**src/rtl/instr_fetch.sv**
```systemverilog
// instr_fetch: instruction fetch stage in front of a 1-cycle-latency SRAM.
// Issues one read per granted cycle, captures the registered read data the
// following cycle into a small FIFO, and hands (pc, instr) to decode.
//
// Handshake: o_valid/i_ready. The head entry moves to decode on any cycle
// where o_valid & i_ready at posedge clk. While o_valid=1 and i_ready=0 the
// head (o_instr, o_pc) is held unchanged. The SRAM side uses o_mem_req/i_mem_gnt.
// A request is consumed only when both are high at the edge.
//
// Optional build macro: FETCH_PERF_EN adds o_fetch_cnt and o_flush_cnt.
module instr_fetch #(
  parameter int ADDR_WIDTH = 12,
  parameter int WORD_WIDTH = 16,
  parameter int FIFO_DEPTH = 4,
  parameter int RESET_PC   = 0
) (
  input  logic                  clk,
  input  logic                  rst_n,
  input  logic                  i_start,
  input  logic                  i_halt,
  input  logic                  i_redirect,
  input  logic [ADDR_WIDTH-1:0] i_redirect_pc,
  output logic                  o_mem_req,
  input  logic                  i_mem_gnt,
  output logic [ADDR_WIDTH-1:0] o_mem_addr,
  output logic                  o_mem_we,
  input  logic [WORD_WIDTH-1:0] i_mem_data,
  output logic                  o_valid,
  output logic [WORD_WIDTH-1:0] o_instr,
  output logic [ADDR_WIDTH-1:0] o_pc,
  input  logic                  i_ready
`ifdef FETCH_PERF_EN
  ,
  output logic [15:0]           o_fetch_cnt,
  output logic [15:0]           o_flush_cnt
`endif
);

  localparam int PTR_W = (FIFO_DEPTH > 1) ? $clog2(FIFO_DEPTH) : 1;
  localparam int CNT_W = PTR_W + 1;
  localparam logic [ADDR_WIDTH-1:0] RESET_PC_V = ADDR_WIDTH'(RESET_PC);
  localparam logic [CNT_W:0]        DEPTH_V    = (CNT_W + 1)'(FIFO_DEPTH);

  typedef enum logic [1:0] {
    ST_IDLE = 2'd0,
    ST_RUN  = 2'd1,
    ST_HALT = 2'd2
  } state_t;

  state_t                  state_q, state_d;
  logic [ADDR_WIDTH-1:0]   pc_q, pc_d;
  logic                    inflight_q, inflight_d;
  logic [ADDR_WIDTH-1:0]   issue_pc_q, issue_pc_d;
  logic [PTR_W-1:0]        wr_ptr_q, wr_ptr_d;
  logic [PTR_W-1:0]        rd_ptr_q, rd_ptr_d;
  logic [CNT_W-1:0]        count_q, count_d;
  logic [WORD_WIDTH-1:0]   instr_mem_q [FIFO_DEPTH];
  logic [WORD_WIDTH-1:0]   instr_mem_d [FIFO_DEPTH];
  logic [ADDR_WIDTH-1:0]   pc_mem_q    [FIFO_DEPTH];
  logic [ADDR_WIDTH-1:0]   pc_mem_d    [FIFO_DEPTH];

  logic [CNT_W:0]          occupancy;
  logic                    grant;
  logic                    push;
  logic                    pop;

  // Control FSM: IDLE until started, then RUN/HALT following the halt level.
  always_comb begin
    state_d = state_q;
    case (state_q)
      ST_IDLE: if (i_start) state_d = ST_RUN;
      ST_RUN:  if (i_halt)  state_d = ST_HALT;
      ST_HALT: if (!i_halt) state_d = ST_RUN;
      default: state_d = ST_IDLE;
    endcase
  end

  // Issue, capture and handshake decode. A redirect cancels this cycle's
  // grant and drops the word landing from the previous grant.
  always_comb begin
    occupancy = {1'b0, count_q} + {{CNT_W{1'b0}}, inflight_q};
    o_mem_req  = (state_q == ST_RUN) && (occupancy < DEPTH_V);
    o_mem_addr = pc_q;
    o_mem_we   = 1'b0;
    o_valid    = (count_q != '0);
    o_instr    = o_valid ? instr_mem_q[rd_ptr_q] : '0;
    o_pc       = o_valid ? pc_mem_q[rd_ptr_q]    : '0;
    grant      = o_mem_req && i_mem_gnt && !i_redirect;
    push       = inflight_q && !i_redirect;
    pop        = o_valid && i_ready;
  end

  // Next-state for PC, in-flight tracking and FIFO storage.
  always_comb begin
    pc_d        = pc_q;
    inflight_d  = 1'b0;
    issue_pc_d  = issue_pc_q;
    wr_ptr_d    = wr_ptr_q;
    rd_ptr_d    = rd_ptr_q;
    count_d     = count_q;
    instr_mem_d = instr_mem_q;
    pc_mem_d    = pc_mem_q;
    if (i_redirect) begin
      pc_d     = i_redirect_pc;
      wr_ptr_d = '0;
      rd_ptr_d = '0;
      count_d  = '0;
    end else begin
      if (grant) begin
        pc_d       = pc_q + ADDR_WIDTH'(1);
        inflight_d = 1'b1;
        issue_pc_d = pc_q;
      end
      if (push) begin
        instr_mem_d[wr_ptr_q] = i_mem_data;
        pc_mem_d[wr_ptr_q]    = issue_pc_q;
        wr_ptr_d              = wr_ptr_q + PTR_W'(1);
      end
      if (pop) rd_ptr_d = rd_ptr_q + PTR_W'(1);
      case ({push, pop})
        2'b10:   count_d = count_q + CNT_W'(1);
        2'b01:   count_d = count_q - CNT_W'(1);
        default: count_d = count_q;
      endcase
    end
  end

  // State registers with asynchronous reset.
  always_ff @(posedge clk or negedge rst_n) begin
    if (!rst_n) begin
      state_q    <= ST_IDLE;
      pc_q       <= RESET_PC_V;
      inflight_q <= 1'b0;
      issue_pc_q <= '0;
      wr_ptr_q   <= '0;
      rd_ptr_q   <= '0;
      count_q    <= '0;
      for (int i = 0; i < FIFO_DEPTH; i++) begin
        instr_mem_q[i] <= '0;
        pc_mem_q[i]    <= '0;
      end
    end else begin
      state_q     <= state_d;
      pc_q        <= pc_d;
      inflight_q  <= inflight_d;
      issue_pc_q  <= issue_pc_d;
      wr_ptr_q    <= wr_ptr_d;
      rd_ptr_q    <= rd_ptr_d;
      count_q     <= count_d;
      instr_mem_q <= instr_mem_d;
      pc_mem_q    <= pc_mem_d;
    end
  end

`ifdef FETCH_PERF_EN
  logic [15:0] fetch_cnt_q, fetch_cnt_d;
  logic [15:0] flush_cnt_q, flush_cnt_d;
  logic        flush_hit;

  // Perf counters: pushes, and redirects that actually threw work away
  // (a word popped in the redirect cycle was accepted, not discarded).
  always_comb begin
    flush_hit   = i_redirect && (inflight_q || (count_q > CNT_W'(pop)));
    fetch_cnt_d = fetch_cnt_q;
    flush_cnt_d = flush_cnt_q;
    if (push)      fetch_cnt_d = fetch_cnt_q + 16'd1;
    if (flush_hit) flush_cnt_d = flush_cnt_q + 16'd1;
  end

  // Perf counter registers.
  always_ff @(posedge clk or negedge rst_n) begin
    if (!rst_n) begin
      fetch_cnt_q <= '0;
      flush_cnt_q <= '0;
    end else begin
      fetch_cnt_q <= fetch_cnt_d;
      flush_cnt_q <= flush_cnt_d;
    end
  end

  assign o_fetch_cnt = fetch_cnt_q;
  assign o_flush_cnt = flush_cnt_q;
`endif

endmodule

```
**config.mk**
```make
export PLATFORM = sky130hd
export DESIGN_NAME = instr_fetch
export DESIGN_NICKNAME = d
export VERILOG_FILES = /design/src/rtl/instr_fetch.sv
export SDC_FILE = /design/constraint.sdc
export NUM_CORES = 1
export LEC_CHECK = 0
export ABC_AREA = 1
export BUFFER_PORTS_ARGS = -buffer_cell sky130_fd_sc_hd__buf_2
export CAP_MARGIN = 10
export CORE_ASPECT_RATIO = 1.25
export CORE_UTILIZATION = 51
export CTS_CLUSTER_SIZE = 16
export DETAILED_ROUTE_END_ITERATION = 12
export PLACE_DENSITY = 0.75
export SYNTH_ARGS = -nofsm -noshare
export SYNTH_HDL_FRONTEND = slang
export SYNTH_SLANG_ARGS = --single-unit
```
**constraint.sdc**
```tcl
create_clock -name clk -period 1.72 [get_ports clk]
set_input_delay 0.086 -clock clk [delete_from_list [all_inputs] [get_ports clk]]
set_output_delay 0.086 -clock clk [all_outputs]
set_load 0.02 [all_outputs]
```
* Yosys cells after proc, flatten, opt, wreduce, memory -nomap -nowiden
Index checks and enable logic that the tools add are counted.
** Cells by class
- Bitwise gates (word level) :: 3
- Muxes and demuxes :: 28
- $add $sub $neg :: 6
- Reductions and logical operators :: 16
- Order comparisons :: 4
- Eq/ne operators :: 7
** Operator list (count)
- 2-to-1 mux 12 bit :: 6
- bitwise mux 64 bit :: 1
- 2-to-1 mux 16 bit :: 4
- bitwise mux 48 bit :: 1
- binary-select mux 16 bit (select 2 bit) :: 1
- demux 16 bit (select 2 bit) :: 1
- binary-select mux 12 bit (select 2 bit) :: 1
- demux 12 bit (select 2 bit) :: 1
- 2-to-1 mux 2 bit :: 7
- adder 12 x 1 -> 12 bit, second input constant :: 1
- >= comparator 3 bit, second input constant :: 2
- logical AND 1 bit :: 6
- inequality test 2 bit, second input constant :: 3
- NOT 2 -> 3 bit :: 2
- case mux 2 bit (3 select lines) :: 1
- case mux 3 bit (2 select lines) :: 1
- nonzero test 2 bit :: 3
- nonzero test 3 bit :: 2
- adder 2 x 1 -> 2 bit, second input constant :: 2
- adder 3 x 1 -> 4 bit :: 1
- == test 2 x 1 -> 1 bit, second input constant :: 2
- == test 2 bit, second input constant :: 2
- less-than comparator 4 x 3 -> 1 bit, second input constant :: 1
- AND reduction 2 bit :: 2
- other kinds (9) :: 10
** Word-level totals
- Register bits after elaboration :: 146
- Input port bits :: 35
- Output and inout port bits :: 43
- Logic and storage cells :: 79

* Logic depth before layout (Yosys ltp)
- Word-level depth :: 7
- Depth in mapped cells :: 9
- Gate-level depth less buffers :: 9

* Least setup slack after synthesis
No wires, ideal clock.
- Path type :: flip-flop to flip-flop
- Start point :: register count_q[0]
- End point :: register count_q[2]
- Library setup time :: 0.116 ns
- Clock period less this slack :: 1.823 ns
- Arrival time :: 1.706 ns
- Stages on the path, launching flop included :: 10
- Path buffers :: 0
- Path slack :: -0.103 ns
- Data required time :: 1.604 ns
- Path through :: dfrtp_1 -> nor2_1 -> nand2_1 -> nand3_1 -> inv_1 -> fa_1 -> xnor2_1 -> xor2_1 -> nand2_1 -> nand2_1
** On the way
- Longest elaborated chain between the ends :: 5
- Elaborated cells between the ends (all ways) :: 9
- Classes of those cells :: add/sub: 2; eq/ne: 2; mux: 2; reduce/logical: 3
** RTL lines
- from (decl) :: line 56 : logic [CNT_W-1:0] count_q, count_d;
- from (signal assigned) :: line 149 : count_q <= count_d;
- nonzero test 3 bit * :: line 85 : o_valid = (count_q != '0);
- via o_valid :: line 28 : output logic o_valid,
- logical AND 1 bit * :: line 90 : pop = o_valid && i_ready;
- == test 2 x 1 -> 1 bit / == test 2 bit (equally long branches) :: line 120 : case ({push, pop})
- case mux 3 bit (2 select lines) :: line 120
- 2-to-1 mux 3 bit :: line 103 : if (i_redirect) begin
Mark *: on every way through the listed nets, which the timed path passes. The rest lies on a longest branch.
A chain may end at the register's enable or synchronous reset.

* Worst setup path in the final report
- Start point :: register rd_ptr_q[0]
- End point :: output o_pc[9]
** On the way
- Longest elaborated chain between the ends :: 5
** RTL lines
- from (decl) :: line 55 : logic [PTR_W-1:0] rd_ptr_q, rd_ptr_d;
- from (signal assigned) :: line 148 : rd_ptr_q <= rd_ptr_d;
- NOT 2 -> 3 bit (not written as such) :: line 87 : o_pc = o_valid ? pc_mem_q[rd_ptr_q] : '0;
- binary-select mux 12 bit (select 2 bit) :: line 87
- 2-to-1 mux 12 bit (not written as such) (2 in a row) :: line 87
- 2-to-1 mux 12 bit :: line 87
- to (decl) :: line 30 : output logic [ADDR_WIDTH-1:0] o_pc,
Every way passes these cells. The select of a mux whose other input is x is not followed.

==> key figures <==
Critical path
  • Worst path bufs/invs: 3
  • Crit Path Class: reg2out
  • Reg2reg start: count_q[0]
  • Critical-path cell list: inv_4, buf_12, o21ai_1, a21oi_1, buf_4
  • Worst R2R End: count_q[2]
  • Endpoint type of the worst setup path: primary output
  • CP arrival: 1730 ps
  • R2R setup slack: approximately 110 ps
  • Crit path largest cell delay: 450 ps
  • Crit Path Max Fanout: 18
  • CP startpoint kind: register
  • Slowest-stage cell, CP: dfrtp_2
  • WP data required: 1630 ps
  • Depth of the most critical reg-to-reg path: 9
  • Worst path top cell family by delay: buffers and inverters

Final layout
  • Register Area: ~0.0037 mm^2
  • Post-layout util: 63.87%
  • Ant. Diodes: 0
  • # fillers: 1148
  • Final net count: 979
  • Synthesis-to-finish area growth: 22.38%
  • Multi-input gate area: 0.002729 mm^2
  • Share of cells above drive strength 1: 16.65%

Place
  • Port bufs: 76
  • Pre-CTS setup slack: 75.35 ps
  • RD Place Congestion: 0.7748
  • Detailed placement HPWL: 9619 um

Synth
  • Synth unique cells: 34
  • Primary FF master, synth: dfrtp_1
  • Sequential share of the synthesized area: 52.91%
  • Synth Net Count: between 800 and 900
  • Synth top area cells: dfrtp_1 53%, nand2_1 10%, nor2_1 7.1%
  • Mapped Area: 0.006905 mm^2
  • Top cell type's share of synthesized area: 52.91%
  • Syn_area_per_cell: ~8.2 um^2
  • Number of synthesized flops with an enable pin: 0
  • FFs w/ async S/R, synth: 100.0%
  • Synth area leader: dfrtp_1
  • Synthesis warning total: 0
  • Syn Inst Count: 839
  • Seq cells post-synth: 146

Detailed routing
  • Initial drt markers: between 200 and 300
  • DR DRC count: 0
  • Vias/cell: 5.253
  • Vias: around 5900
  • DR WL/cell: 14.17 um
  • Routed WL: roughly 16000 um
  • Pre-antenna DRT Iters: 5
  • Antenna viol nets, final: 0

Hold path
  • Hold path depth: 5
  • Min-delay src: i_redirect_pc[11]
  • Hold Path Sink: o_mem_addr[11]
  • HP Class: in2reg

Clock tree
  • TritonCTS clock tree: done
  • Setup Buffers After CTS: 0
  • Clock buffer depth: 2
  • Root Driver: clkbuf_16
  • Clk slew on worst S/H paths: 60 ps
  • TritonCTS buffer count: 17
  • Htree depth: 4
  • Worst-Skew Late Latency: 420 ps
  • Sink Count: 146

Floorplanning
  • Die Y: approximately 130 um
  • I/O Pins: about 80
  • Die area: 0.01401 mm^2
  • FP Rows: 47
  • CORE AREA: 0.01323 mm^2
  • Floorplan die width: roughly 110 um
  • Initial core utilization: between 50% and 60%

STA
  • Final setup vio count: 26
  • Hold Fails Final Rpt: 0
  • RSZ-0062 raised after global routing: true
  • Tcrit/Tclk final: 105.8%
  • Final worst path period need: 1819 ps
  • Clock skew: 8.286 ps
  • Max-slew violation count: 0
  • Highest clock rate: between 500 and 600 MHz
  • Final WS setup: -99.15 ps

Run
  • MaxCap Viol Count: 0

Global routing
  • Grt ovf: 0
  • Initial antenna violation count: 0
  • Largest net degree at the start of global routing: 57
  • Total GRT Usage: 24.07%
  • Vias in the first global route: 5681
  • Global-route wire length before repair: about 27000 um

Outcome
  • Failing checks: negative setup slack
  • Status: complete, but fails checks

Pwr
  • PwrDens: 1370 mW/mm^2
  • Pleak: 4.052 nW
  • VDD IR-drop max: around 0.86 mV
[state kept, by name, indices dropped and copies added (netlist names)]
signal	cells
o_mem_addr	12
pc_mem_q	48
count_q	3
issue_pc_q	12
rd_ptr_q	2
wr_ptr_q	2
inflight_q	1
instr_mem_q	64
state_q	2
[metal layers]
| layer | vias to the layer above | wire length (um) | GRT usage [%] |
|---|---|---|---|
| met5 | - | 0 | 0 |
| met4 | 0 | 259 | 9.028 |
| met3 | 20 | 678 | 5.240 |
| met2 | 146 | 8074 | 40.56 |
| met1 | 2807 | 6863 | 30.32 |
| li1 | 2910 | - | - |
[worst min-delay path, delay by kind of cell]
family,cells,cell delay (ps)
compound gates,1,100
buf+inv,1,80
simple gates,3,140
[where the power goes]
group	total [mW]	switching [mW]	internal, mW
combinational	2.88	1.80	1.09
sequential	4.69	0.494	4.20
clock	4.01	1.38	2.63
total	11.6	3.67	7.91
[metrics by stage]
stage               TNS, ps  instance area [um^2]  cells  hold WS, ps  power, mW
finish               -977.4                  8451   1120        16.87      11.58
global route          -3508                  8451   1120        18.19      12.25
CTS                   -1429                  8402   1119        2.068      11.59
detailed placement        0                  7447   1061        27.09      7.442
global placement          0                  7447   1061        25.25      7.328
floorplan                 0                  6913    839       -209.6      6.589
[final cells by class]
cell class / instances / area share (%)
sequential: 146 / 43.25
clock inverter: 10 / 2.162
timing repair buffer: 131 / 12.01
multi-input combinational: 591 / 32.29
inverter: 51 / 2.354
clock buffer: 20 / 5.404
tap: 171 / 2.532
[layout by cell type, fill, tap and decap left out, types with 2 or more instances in the layout]
| cell | count |
|---|---|
| o211ai_1 | 3 |
| nand3_1 | 18 |
| ha_1 | 5 |
| nand2_4 | 2 |
| a21oi_1 | 29 |
| clkbuf_8 | 2 |
| inv_4 | 3 |
| nor2_4 | 2 |
| nand4_1 | 3 |
| inv_1 | 46 |
| dlygate4sd3_1 | 28 |
| nand2_2 | 6 |
| xor2_1 | 3 |
| inv_2 | 2 |
| nand2_1 | 186 |
| buf_4 | 25 |
| buf_2 | 67 |
| or2_2 | 4 |
| dfrtp_1 | 145 |
| buf_12 | 8 |
| bufinv_16 | 5 |
| clkbuf_16 | 18 |
| nor2_1 | 130 |
| clkinv_2 | 3 |
| o21ai_1 | 89 |
| clkinv_4 | 2 |
| o21ai_0 | 96 |
[cell families (layout without fill, tap and decap cells)]
| family | after synthesis | count (layout) | share of synthesized area [%] |
|---|---|---|---|
| xor+xnor | 5 | 5 | 0.6343 |
| simple gates | 357 | 357 | 20.93 |
| flops | 146 | 146 | 52.91 |
| buf+inv | 102 | 212 | 7.918 |
| compound gates | 222 | 222 | 16.36 |
| fa+ha+maj | 6 | 6 | 1.196 |
| other cells | 1 | 1 | 0.05431 |
[cell usage after synthesis, types with 2 or more instances]
master and number:
clkbuf_1 10, o21ai_0 97, o211ai_1 3, nand2_4 2, buf_6 14, inv_1 46
nand2_1 187, buf_4 10, nand2_2 5, a21oi_1 30, inv_2 3, nand4_1 3
dfrtp_1 146, xor2_1 3, buf_1 4, o21ai_1 88, nand3_1 19, or2_2 4
xnor2_1 2, inv_4 2, nor2_1 131, ha_1 5, nor2_4 2, buf_2 13
[how the worst max path moves through the flow]
stage,from,endpoint,slack [ps],depth (start not counted)
2_1_floorplan,count_q[0],count_q[2],8,9
3_3_place_gp,count_q[0],count_q[2],100,9
3_5_place_dp,count_q[0],count_q[2],80,9
4_1_cts,rd_ptr_q[0],o_pc[9],-130,5
5_1_grt,rd_ptr_q[0],o_pc[9],-170,5
6_report,rd_ptr_q[0],o_pc[9],-100,5
[what timing repair did]
action / in CTS / in global routing
resized for setup: 11 / 8
hold endpoints to repair: 204 / 0
hold buffers: 28 / 0
pin swaps: 1 / 2
endpoints found under the setup margin: 28 / 29
gates cloned: 0 / 1
Power figures use the tool's default switching activity.
